**src/rtl/zbuf_mem_responder.sv**
```systemverilog
// Memory-side responder for the depth-buffer request interface.
// Serves reads and writes from an on-chip word array with programmable latencies and a bulk fill.
module zbuf_mem_responder #(
    parameter int Z_SIZE        = 8,
    parameter int ADDR_SIZE     = 32,
    parameter int DEPTH         = 16,
    parameter int BASE_ADDR     = 0,
    parameter int READ_LATENCY  = 2,
    parameter int WRITE_LATENCY = 1
) (
    input  logic                 clk_i,
    input  logic                 rst_i,
    input  logic                 buf_r_w,
    input  logic [ADDR_SIZE-1:0] buf_addr,
    input  logic [Z_SIZE-1:0]    buf_data_w,
    input  logic                 data_r_ready,
    output logic                 data_r_valid,
    output logic [Z_SIZE-1:0]    buf_data_r,
    input  logic                 data_w_valid,
    output logic                 data_w_ready,
    input  logic                 clear_i,
    input  logic [Z_SIZE-1:0]    clear_value_i,
    output logic                 clear_done_o,
    output logic                 busy_o,
    output logic                 err_o
);

    localparam int CNT_MAX = (DEPTH > 16) ? DEPTH : 16;
    localparam int CNT_W   = $clog2(CNT_MAX + 1);
    localparam int IDX_W   = (DEPTH > 1) ? $clog2(DEPTH) : 1;
    localparam logic [ADDR_SIZE-1:0] BASE_A  = ADDR_SIZE'(BASE_ADDR);
    localparam logic [ADDR_SIZE-1:0] DEPTH_A = ADDR_SIZE'(DEPTH);

    typedef enum logic [2:0] {
        ST_IDLE    = 3'd0,
        ST_RD_WAIT = 3'd1,
        ST_RD_RESP = 3'd2,
        ST_WR_WAIT = 3'd3,
        ST_WR_ACK  = 3'd4,
        ST_CLEAR   = 3'd5
    } state_t;

    function automatic logic in_range_f(input logic [ADDR_SIZE-1:0] a);
        return (a >= BASE_A) && ((a - BASE_A) < DEPTH_A);
    endfunction

    function automatic logic [IDX_W-1:0] index_f(input logic [ADDR_SIZE-1:0] a);
        return IDX_W'(a - BASE_A);
    endfunction

    state_t                 state_r, state_nxt_s;
    logic [CNT_W-1:0]       cnt_r, cnt_nxt_s;
    logic [ADDR_SIZE-1:0]   addr_r, addr_nxt_s;
    logic [Z_SIZE-1:0]      wdata_r, wdata_nxt_s;
    logic [Z_SIZE-1:0]      fill_r, fill_nxt_s;
    logic                   rw_r, rw_nxt_s;
    logic                   rvalid_r, rvalid_nxt_s;
    logic [Z_SIZE-1:0]      rdata_r, rdata_nxt_s;
    logic                   wready_r, wready_nxt_s;
    logic                   done_r, done_nxt_s;
    logic                   busy_r, busy_nxt_s;
    logic                   err_r, err_nxt_s;

    logic [Z_SIZE-1:0]      mem_r [DEPTH];
    logic                   mem_we_s;
    logic [IDX_W-1:0]       mem_idx_s;
    logic [Z_SIZE-1:0]      mem_wdata_s;

    // With single-cycle latency the access completes on the acceptance edge, so use live inputs there
    logic [ADDR_SIZE-1:0]   op_addr_s;
    logic [Z_SIZE-1:0]      op_data_s;
    logic                   op_in_range_s;
    logic [Z_SIZE-1:0]      op_rdata_s;

    assign op_addr_s     = (state_r == ST_IDLE) ? buf_addr : addr_r;
    assign op_data_s     = (state_r == ST_IDLE) ? buf_data_w : wdata_r;
    assign op_in_range_s = in_range_f(op_addr_s);
    assign op_rdata_s    = op_in_range_s ? mem_r[index_f(op_addr_s)] : {Z_SIZE{1'b1}};

    // Next-state and next-output logic
    always_comb begin
        state_nxt_s  = state_r;
        cnt_nxt_s    = cnt_r;
        addr_nxt_s   = addr_r;
        wdata_nxt_s  = wdata_r;
        fill_nxt_s   = fill_r;
        rw_nxt_s     = rw_r;
        rvalid_nxt_s = 1'b0;
        rdata_nxt_s  = rdata_r;
        wready_nxt_s = 1'b0;
        done_nxt_s   = 1'b0;
        err_nxt_s    = err_r;
        mem_we_s     = 1'b0;
        mem_idx_s    = index_f(op_addr_s);
        mem_wdata_s  = op_data_s;
        case (state_r)
            ST_IDLE: begin
                if (clear_i) begin
                    state_nxt_s = ST_CLEAR;
                    cnt_nxt_s   = {CNT_W{1'b0}};
                    fill_nxt_s  = clear_value_i;
                end else if (data_w_valid && !buf_r_w) begin
                    addr_nxt_s  = buf_addr;
                    wdata_nxt_s = buf_data_w;
                    rw_nxt_s    = 1'b0;
                    if (WRITE_LATENCY <= 1) begin
                        state_nxt_s  = ST_WR_ACK;
                        wready_nxt_s = 1'b1;
                        mem_we_s     = op_in_range_s;
                        err_nxt_s    = err_r | !op_in_range_s;
                    end else begin
                        state_nxt_s = ST_WR_WAIT;
                        cnt_nxt_s   = CNT_W'(WRITE_LATENCY - 1);
                    end
                end else if (data_r_ready && buf_r_w) begin
                    addr_nxt_s = buf_addr;
                    rw_nxt_s   = 1'b1;
                    if (READ_LATENCY <= 1) begin
                        state_nxt_s  = ST_RD_RESP;
                        rvalid_nxt_s = 1'b1;
                        rdata_nxt_s  = op_rdata_s;
                        err_nxt_s    = err_r | !op_in_range_s;
                    end else begin
                        state_nxt_s = ST_RD_WAIT;
                        cnt_nxt_s   = CNT_W'(READ_LATENCY - 1);
                    end
                end else begin
                    state_nxt_s = ST_IDLE;
                end
            end
            ST_RD_WAIT: begin
                if (cnt_r <= CNT_W'(1)) begin
                    state_nxt_s  = ST_RD_RESP;
                    cnt_nxt_s    = {CNT_W{1'b0}};
                    rvalid_nxt_s = 1'b1;
                    rdata_nxt_s  = op_rdata_s;
                    err_nxt_s    = err_r | !op_in_range_s;
                end else begin
                    cnt_nxt_s = cnt_r - CNT_W'(1);
                end
            end
            ST_RD_RESP: begin
                if (data_r_ready) begin
                    state_nxt_s = ST_IDLE;
                end else begin
                    rvalid_nxt_s = 1'b1;
                end
            end
            ST_WR_WAIT: begin
                // Commit on the edge entering the ack cycle so an earlier reset leaves the array untouched
                if (cnt_r <= CNT_W'(1)) begin
                    state_nxt_s  = ST_WR_ACK;
                    cnt_nxt_s    = {CNT_W{1'b0}};
                    wready_nxt_s = 1'b1;
                    mem_we_s     = !rw_r && op_in_range_s;
                    err_nxt_s    = err_r | !op_in_range_s;
                end else begin
                    cnt_nxt_s = cnt_r - CNT_W'(1);
                end
            end
            ST_WR_ACK: begin
                state_nxt_s = ST_IDLE;
            end
            ST_CLEAR: begin
                mem_we_s    = 1'b1;
                mem_idx_s   = IDX_W'(cnt_r);
                mem_wdata_s = fill_r;
                if (cnt_r == CNT_W'(DEPTH - 1)) begin
                    state_nxt_s = ST_IDLE;
                    cnt_nxt_s   = {CNT_W{1'b0}};
                    done_nxt_s  = 1'b1;
                end else begin
                    cnt_nxt_s = cnt_r + CNT_W'(1);
                end
            end
            default: begin
                state_nxt_s = ST_IDLE;
                cnt_nxt_s   = {CNT_W{1'b0}};
            end
        endcase
        busy_nxt_s = (state_nxt_s != ST_IDLE);
    end

    // State register
    always_ff @(posedge clk_i) begin
        if (rst_i) begin
            state_r <= ST_IDLE;
        end else begin
            state_r <= state_nxt_s;
        end
    end

    // Datapath and output registers
    always_ff @(posedge clk_i) begin
        if (rst_i) begin
            cnt_r    <= {CNT_W{1'b0}};
            addr_r   <= {ADDR_SIZE{1'b0}};
            wdata_r  <= {Z_SIZE{1'b0}};
            fill_r   <= {Z_SIZE{1'b0}};
            rw_r     <= 1'b0;
            rvalid_r <= 1'b0;
            rdata_r  <= {Z_SIZE{1'b0}};
            wready_r <= 1'b0;
            done_r   <= 1'b0;
            busy_r   <= 1'b0;
            err_r    <= 1'b0;
        end else begin
            cnt_r    <= cnt_nxt_s;
            addr_r   <= addr_nxt_s;
            wdata_r  <= wdata_nxt_s;
            fill_r   <= fill_nxt_s;
            rw_r     <= rw_nxt_s;
            rvalid_r <= rvalid_nxt_s;
            rdata_r  <= rdata_nxt_s;
            wready_r <= wready_nxt_s;
            done_r   <= done_nxt_s;
            busy_r   <= busy_nxt_s;
            err_r    <= err_nxt_s;
        end
    end

    // Word array: contents survive reset, but no write lands while reset is asserted
    always_ff @(posedge clk_i) begin
        if (mem_we_s && !rst_i) begin
            mem_r[mem_idx_s] <= mem_wdata_s;
        end
    end

    assign data_r_valid = rvalid_r;
    assign buf_data_r   = rdata_r;
    assign data_w_ready = wready_r;
    assign clear_done_o = done_r;
    assign busy_o       = busy_r;
    assign err_o        = err_r;

endmodule

```
**config.mk**
```make
export PLATFORM = sky130hd
export DESIGN_NAME = zbuf_mem_responder
export DESIGN_NICKNAME = d
export VERILOG_FILES = /design/src/rtl/zbuf_mem_responder.sv
export SDC_FILE = /design/constraint.sdc
export NUM_CORES = 1
export LEC_CHECK = 0
export BUFFER_PORTS_ARGS = -buffer_cell sky130_fd_sc_hd__buf_2
export CORE_UTILIZATION = 25
export CTS_CLUSTER_DIAMETER = 50
export DETAILED_ROUTE_END_ITERATION = 10
export GPL_TIMING_DRIVEN = 0
export PLACE_DENSITY = 0.48
export SLEW_MARGIN = 20
export SYNTH_ARGS = -nofsm -noshare
export SYNTH_HDL_FRONTEND = slang
export SYNTH_SLANG_ARGS = --single-unit
```
**constraint.sdc**
```tcl
create_clock -name clk_i -period 5.76 [get_ports clk_i]
set_input_delay 1.152 -clock clk_i [delete_from_list [all_inputs] [get_ports clk_i]]
set_output_delay 1.152 -clock clk_i [all_outputs]
set_load 0.02 [all_outputs]
```
======== Word level (Yosys, flattened, before mapping) ========
Memories as Yosys holds them, arrays and structs flattened.
Cells that the tools add are included.
word-level totals
  input port bits ......................... 54
  output and inout port bits .............. 13
  memories ................................ 1
  RAM bits ................................ 128
  register bits ........................... 70
memories
  memory  depth  width  read ports  clocked after Yosys merged registers in  wr ports  line  text
  mem_r   16     8      1           0                                        1         64    logic [Z_SIZE-1:0] mem_r [DEPTH];
cells by class
  mux-type cells .......................... 40
  bitwise gates (word level) .............. 4
  add/sub/neg operators ................... 2
  order comparisons ....................... 3
  eq/ne operators ......................... 11
  reductions and logical operators ........ 22
operator list
  kind                                                                                  number
  32-bit two-way mux                                                                    3
  32-bit by 1-bit greater-or-equal comparator with 1-bit output, second input constant  1
  32-bit by 5-bit < comparator with 1-bit output, second input constant                 1
  5-bit two-way mux                                                                     5
  8-bit two-way mux                                                                     3
  5-bit case mux with 4 select lines                                                    1
  3-bit two-way mux                                                                     6
  1-bit two-way mux                                                                     16
  3-bit case mux with 5 select lines                                                    1
  3-bit AND reduction                                                                   3
  3-bit by 2-bit == test with 1-bit output, second input constant                       2
  3-bit == test, second input constant                                                  2
  1-bit case mux with 2 select lines                                                    3
  2-bit OR reduction                                                                    3
  5-bit by 1-bit adder with 5-bit output, second input constant                         1
  5-bit by 4-bit == test with 1-bit output, second input constant                       1
  5-bit by 1-bit less-or-equal comparator with 1-bit output, second input constant      1
  1-bit logical AND                                                                     5
  5-bit by 1-bit subtractor with 5-bit output, second input constant                    1
  1-bit zero test                                                                       4
  4-bit two-way mux                                                                     1
  2-bit by 1-bit inequality test with 1-bit output, second input constant               2
  2-bit AND reduction                                                                   2
  4-bit AND reduction                                                                   1
  other kinds (10)                                                                      13

======== Logic depth before layout (Yosys ltp) ========
Gate-level depths: netlist of run 1.
  depth in word-level cells ............... 10
  gate-level depth with buffers ........... 9
  depth with buffers taken out ............ 7

======== Worst setup path before layout of run 1 ========
OpenSTA, ideal clock, no wires.
  path type ............................... input to register
  start point ............................. input buf_addr[1]
  end point ............................... memory mem_r[2][0] (enable)
  stages .................................. 7
  setup time .............................. 0.370 ns
  data required time ...................... 5.390 ns
  arrival ................................. 2.834 ns
  slack ................................... 2.556 ns
  buffers on the path ..................... 1
  cell sequence ........................... or4b_1 > and2_1 > clkbuf_1 > nor3_1 > a31oi_1 > or3_1 > nor2_1
on the way
  cells in the longest elaborated chain, start to end .. 9
  elaborated cells on any way between the ends .. 13
  classes of those cells .................. 2 x order compare; 8 x mux; 3 x reduce/logical
ends and longest elaborated chain
  what                                                                                                                                    line      text
  from (decl)                                                                                                                             14        input logic [ADDR_SIZE-1:0] buf_addr,
  32-bit two-way mux (*)                                                                                                                  75        assign op_addr_s = (state_r == ST_IDLE) ? buf_addr : addr_r;
  32-bit by 1-bit greater-or-equal comparator with 1-bit output / 32-bit by 5-bit < comparator with 1-bit output (equally long branches)  44        return (a >= BASE_A) && ((a - BASE_A) < DEPTH_A);
  1-bit logical AND                                                                                                                       44
  1-bit two-way mux / 1-bit logical AND (equally long branches)                                                                           102, 155
  1-bit two-way mux (on tied branches)                                                                                                    98, 151
  1-bit case mux with 3 select lines                                                                                                      96        case (state_r)
  1-bit logical AND                                                                                                                       224       if (mem_we_s && !rst_i) begin
  1-bit two-way mux                                                                                                                       224
  1-bit two-way mux (not written as such)                                                                                                 225       mem_r[mem_idx_s] <= mem_wdata_s;
  to (decl)                                                                                                                               64
Mark *: on every way between the ends. The rest lies on a longest branch, timed or not.

======== Worst setup path after layout of run 1 ========
  start point ............................. register state_r[1]
  end point ............................... memory mem_r[9][7] (enable)
on the way
  cells in the longest elaborated chain, start to end .. 10
  elaborated cells on any way between the ends .. 16
  classes of those cells .................. 2 x order compare; 2 x eq/ne; 8 x mux; 4 x reduce/logical
ends and longest elaborated chain
  what                                                                                                                                    line      text
  from (decl)                                                                                                                             51        state_t state_r, state_nxt_s;
  from (signal assigned)                                                                                                                  189       state_r <= state_nxt_s;
  3-bit zero test                                                                                                                         75, 96
  32-bit two-way mux                                                                                                                      75
  32-bit by 1-bit greater-or-equal comparator with 1-bit output / 32-bit by 5-bit < comparator with 1-bit output (equally long branches)  44
  1-bit logical AND                                                                                                                       44
  1-bit two-way mux / 1-bit logical AND (equally long branches)                                                                           102, 155
  1-bit two-way mux (on tied branches)                                                                                                    98, 151
  1-bit case mux with 3 select lines                                                                                                      96
  1-bit logical AND                                                                                                                       224
  1-bit two-way mux                                                                                                                       224
  1-bit two-way mux (not written as such)                                                                                                 225
Parallel ways exist; a longest one is shown, timed or not.

==> reports/results.ini, run 1 <==
[global_routing]
grt_pass1_wl_mm=33.6
antenna_found_initial=1
grt.overflow.total=0
grt_pass1_vias=5715
grt_max_degree=21
grt_usage_pct=13.4

[clocking]
hold_buffers=0
cts_sinks=198
cts-htree-levels=4
cts_buffer_depth=2
clk_pin_slew_ns=0.08
cts_resized=0
cts-root-buf=clkbuf_16
insertion_delay_ns=0.44
cts_setup_buffers=0
cts-buffers-inserted=17
cts_tree=done

[timing]
fin_crit_sh_pct=65.6
setup_viol=0
worst_slew_pin_slew_ns=1.12
slew_violations=0
tns_ns=0
fmax_mhz=265
slew_headroom_pct=23.0
finClkSkew_ns=0.0226
setup_ws_ns=1.98
report.final.hold_viol_count=0
period_needed_ns=3.78
grt_setup_unrepaired=false

[final_layout]
mostFrequentLayoutCells=nand2_1, edfxtp_1, buf_2, dfxtp_1, a21oi_1
nFillCells=3333
antenna_cells=0
fin_nets=887
drive_above_1_share_pct=16.4
final_common_cell=nand2_1
syn_to_final_growth_pct=19.3

[floorplan]
io_pins=67
die_y_um=183
die_w_um=183
core-area_um2=32500
die_area_um2=33600
row_count=66
start_util_pct=25.3

[worst_setup_path]
arrival_ns=3.84
endpoint_kind=flop
required_ns=5.83
crit_fanout=10
crit_start=state_r[1]
start_kind=flop
r2r_start=state_r[1]
crit_type=reg -> reg

[routing]
first_iter_violations=291
wl_per_cell_um=17.3
vias_per_cell=4.64
wl_mm=22.2
firstDrtPassIters=5
num_vias=5960
ant_nets=0
drc=0

[synthesis]
synth_cell_types=47
yosysWarnings=0
synth_top_cell_area_share_pct=46.8
synth-seq-cells=198
synthCells=739
ys_seq_area_share_pct=63.8
synth.area.top_cells=edfxtp_1, dfxtp_1, nand2_1
avgSynthCellArea_um2=11.1
synthesis.nets=796
synth_top_area_cell=edfxtp_1
syn_area_um2=8220

[power]
power_per_cell_area_nw_per_um2=463
finalPower_mw=4.54
clkPwrFrac_pct=25.6
seqPwrFrac_pct=39.7
p_sw_share_pct=37.6
p_comb_share_pct=34.7
ir_drop_uv=222
p_int_mw=2.83
p_sw_mw=1.71
power.leakage_nw=3.41

[hold_path]
worstHoldStart=addr_r[14]
hold_class=reg -> reg

[placed_design]
hpwl_mm=15.8
place_congestion=0.802
place_ws_ns=1.75
io_buffers=65

[outcome]
status=completed

[job]
cap_violations=0

[path summary, 6_finish.rpt]
path,to,slack [ns],cells past startpoint
worst min register to register,addr_r[14],0.46,2
worst max register to register,mem_r[9][7],1.98,7
worst min-delay path,addr_r[14],0.46,2
worst max-delay path,mem_r[9][7],1.98,7
[cell type report]
| class | instances | area [µm²] | share of cell area [%] |
|---|---|---|---|
| inverter | 5 | 18.8 | 0.191 |
| timing repair buffer | 72 | 408 | 4.16 |
| clock inverter | 15 | 150 | 1.53 |
| tap | 442 | 553 | 5.64 |
| buffer | 42 | 211 | 2.16 |
| sequential | 198 | 5250 | 53.5 |
| clock buffer | 17 | 425 | 4.34 |
| multi-input combinational | 494 | 2790 | 28.5 |
[power groups by stage]
| stage | Combinational, mW | Clock [mW] | Sequential (mW) |
|---|---|---|---|
| after floorplan | 0.935 | 0 | 1.86 |
| after global placement | 1.49 | 0 | 1.85 |
| after detailed placement | 1.58 | 0 | 1.83 |
| after CTS | 1.58 | 1.19 | 1.80 |
| after global routing | 1.71 | 1.25 | 1.81 |
| final | 1.57 | 1.16 | 1.80 |
[critical path, stage by stage, from the launching register on]
cell and delay [ns]:
dfxtp_1 0.33, buf_2 0.20, nor3_4 0.48, mux2i_1 0.61, clkbuf_1 0.50, a31oi_1 0.15, or3_1 0.43, nor2_1 0.72
[Yosys cell counts, drive strengths merged]
cell / number
nand2: 192
edfxtp: 128
dfxtp: 70
a21oi: 63
nor2: 41
mux2i: 33
clkbuf: 23
buf: 19
nand4: 18
a31oi: 16
a32oi: 15
nor3: 15
nor4: 15
a221oi: 12
nand3: 10
o21bai: 9
a22oi: 8
or3: 8
and2: 5
inv: 5
o21ai: 5
nor3b: 4
ha: 3
nand2b: 3
mux2: 2
mux4: 2
nor2b: 2
o21a: 2
o31ai: 2
a211oi: 1
a311oi: 1
a41oi: 1
and3: 1
o22a: 1
o2bb2ai: 1
o31a: 1
or4b: 1
xnor2: 1
[cells by family (layout without fill, tap and decap cells)]
group | after synthesis | in the layout | synth area share, %
xor+xnor | 1 | 1 | 0.107
fa+ha+maj | 3 | 3 | 0.457
simple gates | 315 | 315 | 17.0
mux | 37 | 37 | 4.89
buf+inv | 47 | 151 | 2.80
flops | 198 | 198 | 63.8
compound gates | 138 | 138 | 10.9
[metrics by stage]
stage	cells	utilization, %	cell area (µm²)	hold WS (ns)
after CTS	1285	30.2	9800	0.457
after global placement	1246	28.0	9090	0.442
after global routing	1285	30.2	9800	0.476
after detailed placement	1253	28.4	9230	0.447
final	1285	30.2	9800	0.457
after floorplan	739	-	8220	0.435
[state kept, by name (all words and copies together), names as in the netlist]
register and count:
rw_r 1, busy_o 1, err_o 1, state_r 3
mem_r 128, data_r_valid 1, addr_r 32, wdata_r 8
cnt_r 5, clear_done_o 1, fill_r 8, buf_data_r 8
data_w_ready 1
[per-layer routing]
| metal | vias up | wire (µm) | global-route usage [%] |
|---|---|---|---|
| met4 | 2 | 247 | 3.77 |
| li1 | 2884 | - | - |
| met3 | 15 | 840 | 2.34 |
| met2 | 126 | 10900 | 22.5 |
| met5 | - | 8 | 0 |
| met1 | 2933 | 10200 | 17.8 |
Power figures use the tool's default switching activity.
==> run 2, diff against run 1 <==
--- a/config.mk
+++ b/config.mk
@@ -10,7 +10,7 @@
 export CTS_CLUSTER_DIAMETER = 50
 export DETAILED_ROUTE_END_ITERATION = 10
 export GPL_TIMING_DRIVEN = 0
-export PLACE_DENSITY = 0.48
+export PLACE_DENSITY = 0.49
 export SLEW_MARGIN = 20
 export SYNTH_ARGS = -nofsm -noshare
 export SYNTH_HDL_FRONTEND = slang
==> constraint.sdc (replaced) <==
create_clock -name clk_i -period 3.4 [get_ports clk_i]
set_input_delay 0.68 -clock clk_i [delete_from_list [all_inputs] [get_ports clk_i]]
set_output_delay 0.68 -clock clk_i [all_outputs]
set_load 0.02 [all_outputs]
==> reports/results.ini, run 2 (synthesis results as in run 1) <==
[outcome]
status=completed

[timing]
fmax_mhz=307
hold_slack_ns=0.456
slew_violations=0
period_needed_ns=3.26
fin_crit_sh_pct=95.8
worst_slew_pin_slew_ns=0.858
setup_viol=0
report.final.hold_viol_count=0
slew_headroom_pct=42.6
tns_ns=0
grt_setup_unrepaired=false
finClkSkew_ns=0.00698

[floorplan]
io_pins=67
row_count=66
die_w_um=183
start_util_pct=25.3
die_area_um2=33600
die_y_um=183
core-area_um2=32500

[worst_setup_path]
cp_slowest_cell=nor2_1
r2r_start=state_r[0]
arrival_ns=3.32
crit_fanout=9
crit_type=reg -> reg
endpoint_kind=flop
required_ns=3.46
crit_start=state_r[0]
start_kind=flop
crit_chain=buf_2 > or3_1 > buf_2 > nor3_4 > a41oi_1 > o21a_1 > or3_1 > nor2_1
cpPeakStageDelay_ns=0.69

[hold_path]
worstHoldStart=addr_r[11]
hold_class=reg -> reg

[placed_design]
io_buffers=65
place_congestion=0.798
hpwl_mm=15.6

[power]
power.leakage_nw=3.42
seqPwrFrac_pct=39.7
p_comb_share_pct=35.3
p_int_mw=4.83
clkPwrFrac_pct=25.0
power_per_cell_area_nw_per_um2=782
p_sw_mw=2.87
ir_drop_uv=390
p_sw_share_pct=37.2
finalPower_mw=7.70

[clocking]
cts_tree=done
cts_buffer_depth=2
cts-buffers-inserted=17
cts-htree-levels=4
hold_buffers=0
insertion_delay_ns=0.43
cts_sinks=198
clk_pin_slew_ns=0.07
cts-root-buf=clkbuf_16

[global_routing]
use_met3_pct=2.60
antenna_found_initial=1
grt_usage_pct=13.2
use_met2_pct=21.7
use_met1_pct=17.6
grt_max_degree=20
grt_pass1_wl_mm=32.9
grt.overflow.total=0
grt_pass1_vias=5563
global_route.peak_usage_layer=met2

[final_layout]
syn_to_final_growth_pct=19.8
biggestRegsByFlops=mem_r: 128 flops, addr_r: 32 flops
regMostFlops=mem_r
fin_nets=889
largest_register_ffs=128
multi_input_area_um2=2810
nFillCells=3333
seq_area_um2=5250
mostFrequentLayoutCells=nand2_1, edfxtp_1, buf_2, dfxtp_1, a21oi_1
final_common_cell=nand2_1
drive_above_1_share_pct=17.5

[job]
cap_violations=0

[routing]
first_iter_violations=343
num_vias=5947
drc=0
wl_per_cell_um=16.8
wl_mm=21.7
ant_nets=0
firstDrtPassIters=5
vias_per_cell=4.62

-- run 2: layer usage --
metal / vias up / share of wire [%]
li1: 2894 / -
met3: 17 / 3.7
met4: 0 / 1.1
met5: - / 0
met2: 140 / 49
met1: 2896 / 46
-- run 2: layout make-up --
type	instances	area share [%]
tap	442	5.62
antenna	1	0.0254
sequential	198	53.3
timing repair buffer	74	4.43
buffer	42	2.16
multi-input combinational	494	28.6
clock buffer	17	4.32
inverter	5	0.191
clock inverter	15	1.37
-- run 2: what timing repair did --
| item | CTS | global route |
|---|---|---|
| gates resized for setup | 6 | 1 |
| setup endpoints to repair | 32 | 72 |
| pin swaps | 0 | 0 |
| buffers inserted | 0 | 2 |
-- run 2: power by group through the flow --
| stage | Combinational, mW | Clock, mW | Sequential, mW |
|---|---|---|---|
| 2_1_floorplan | 1.58 | 0 | 3.15 |
| 3_3_place_gp | 2.52 | 0 | 3.13 |
| 3_5_place_dp | 2.66 | 0 | 3.11 |
| 4_1_cts | 2.68 | 1.96 | 3.06 |
| 5_1_grt | 2.97 | 2.04 | 3.07 |
| 6_report | 2.72 | 1.92 | 3.06 |
-- run 2: final timing paths --
path | to | slack [ns] | depth (start not counted)
max | mem_r[1][1] | 0.14 | 8
min | addr_r[11] | 0.46 | 2
max reg2reg | mem_r[1][1] | 0.14 | 8
min reg2reg | addr_r[11] | 0.46 | 2
-- run 2: metrics by stage --
stage | instances | setup slack, ns | utilization, % | area (µm²)
finish | 1288 | 0.142 | 30.3 | 9840
global route | 1287 | 0.00208 | 30.3 | 9840
CTS | 1285 | 0.0698 | 30.2 | 9800
detailed placement | 1253 | -0.418 | 28.4 | 9230
global placement | 1246 | -0.446 | 28.0 | 9090
floorplan | 739 | 0.668 | - | 8220
-- run 2: worst max-delay path, delay by kind of cell, from the launching register on --
kind	cells	cell delay, ns
AO/OA/AOI/OAI	2	0.37
buffers and inverters	2	0.34
flip-flops	1	0.30
AND/OR/NAND/NOR	4	1.88
==> run 3, diff against run 2 <==
--- a/config.mk
+++ b/config.mk
@@ -5,7 +5,7 @@
 export SDC_FILE = /design/constraint.sdc
 export NUM_CORES = 1
 export LEC_CHECK = 0
-export BUFFER_PORTS_ARGS = -buffer_cell sky130_fd_sc_hd__buf_2
+export BUFFER_PORTS_ARGS = -buffer_cell sky130_fd_sc_hd__clkbuf_2
 export CORE_UTILIZATION = 25
 export CTS_CLUSTER_DIAMETER = 50
 export DETAILED_ROUTE_END_ITERATION = 10
==> reports/results.ini, run 3 (synthesis results as in run 1) <==
[outcome]
status=completed

[global_routing]
grt_max_degree=21
use_met2_pct=22.2
grt_usage_pct=13.1
grt_pass1_vias=5600
global_route.peak_usage_layer=met2
grt.overflow.total=0
grt_pass1_wl_mm=32.8
use_met1_pct=17.3
antenna_found_initial=0
use_met3_pct=2.12

[floorplan]
row_count=66
core-area_um2=32500
io_pins=67
die_w_um=183
die_y_um=183
die_area_um2=33600
start_util_pct=25.3

[power]
power.leakage_nw=3.43
power_per_cell_area_nw_per_um2=784
ir_drop_uv=395

[timing]
worst_slew_pin_slew_ns=0.810
report.final.hold_viol_count=0
fin_crit_sh_pct=95.0
tns_ns=0
hold_slack_ns=0.459
slew_violations=0
finClkSkew_ns=0.0115
setup_viol=0
slew_headroom_pct=45.8
fmax_mhz=310
period_needed_ns=3.23
grt_setup_unrepaired=false

[clocking]
cts_tree=done
hold_buffers=0
cts-root-buf=clkbuf_16
cts-htree-levels=4
cts_buffer_depth=2
cts-buffers-inserted=17
cts_sinks=198
clk_pin_slew_ns=0.08
insertion_delay_ns=0.44

[worst_setup_path]
required_ns=3.47
crit_fanout=9
endpoint_kind=flop
crit_type=reg -> reg
start_kind=flop
arrival_ns=3.29
r2r_cells=8

[final_layout]
nFillCells=3331
fin_nets=889
antenna_cells=0
mostFrequentLayoutCells=nand2_1, edfxtp_1, dfxtp_1, clkbuf_2, a21oi_1
biggestRegsByFlops=mem_r: 128 flops, addr_r: 32 flops
syn_to_final_growth_pct=20.1
drive_above_1_share_pct=18.1
regMostFlops=mem_r
largest_register_ffs=128
final_common_cell=nand2_1

[routing]
firstDrtPassIters=4
drc=0
first_iter_violations=385
vias_per_cell=4.51
wl_mm=21.5
num_vias=5803
wl_per_cell_um=16.7
ant_nets=0

[placed_design]
place_congestion=0.792
hpwl_mm=15.7
io_buffers=65

[hold_path]
min_path_cells=2
hold_class=reg -> reg

[job]
cap_violations=0

==> run 3: cell types whose count changed in the layout (fill, tap and decap cells not counted) <==
| cell | change |
|---|---|
| a31oi_2 | -1 |
| a31oi_4 | +1 |
| buf_2 | -65 |
| clkbuf_2 | +65 |
| clkinv_2 | -1 |
| clkinv_4 | -2 |
| clkinvlp_4 | -1 |
| diode_2 | -1 |
| inv_12 | +1 |
| inv_6 | +3 |
| nor2_1 | -5 |
| nor2_2 | +5 |
==> run 3: worst max-delay path: stages, from the launching register on <==
cell     delay (ns)
dfxtp_1        0.29
buf_2          0.17
or3_1          0.36
buf_2          0.16
nor3_4         0.42
a41oi_1        0.12
o21a_1         0.25
or3_1          0.42
nor2_1         0.65
==> run 3: through the flow <==
stage | area [µm²] | util [%] | cells | worst slack [ns] | total power, mW
after detailed placement | 9230 | 28.4 | 1253 | -0.421 | 5.77
after global placement | 9090 | 28.0 | 1246 | -0.454 | 5.66
after floorplan | 8220 | - | 739 | 0.668 | 4.73
final | 9870 | 30.4 | 1287 | 0.171 | 7.74
after CTS | 9820 | 30.2 | 1285 | 0.0764 | 7.75
after global routing | 9870 | 30.4 | 1287 | 0.00191 | 8.15
==> run 3: worst paths after layout <==
check	start	to	slack (ns)
max	state_r[0]	mem_r[1][2]	0.17
min	addr_r[18]	addr_r[18]	0.46
max reg2reg	state_r[0]	mem_r[1][2]	0.17
min reg2reg	addr_r[18]	addr_r[18]	0.46
==> run 3: layout make-up <==
type / instances / area [µm²] / share of cell area [%]
multi-input combinational: 494 / 2830 / 28.7
sequential: 198 / 5250 / 53.1
tap: 442 / 553 / 5.60
clock inverter: 15 / 148 / 1.50
buffer: 42 / 213 / 2.15
timing repair buffer: 74 / 435 / 4.41
clock buffer: 17 / 425 / 4.31
inverter: 5 / 18.8 / 0.190
==> run 3: what timing repair did <==
action                                  4_1_cts  5_1_grt
endpoints found under the setup margin       32       88
buffers inserted                              0        2
pin swaps                                     0        1
resized for setup                             6        7
endpoints found under the hold margin         0        0
==> run 3: report_power, final <==
group          switching [mW]  internal (mW)  total [mW]  leakage, nW
registers               0.102           2.96        3.06         1.73
logic                    1.80          0.912        2.71         1.41
clock network           0.987          0.984        1.97        0.279
total                    2.89           4.85        7.74         3.43
==> run 3: metal layers <==
layer | routed length (µm) | up-vias | share of wire (%)
li1 | - | 2892 | -
met2 | 10600 | 95 | 49
met5 | 0 | - | 0
met3 | 583 | 16 | 2.7
met4 | 281 | 0 | 1.3
met1 | 10000 | 2800 | 47
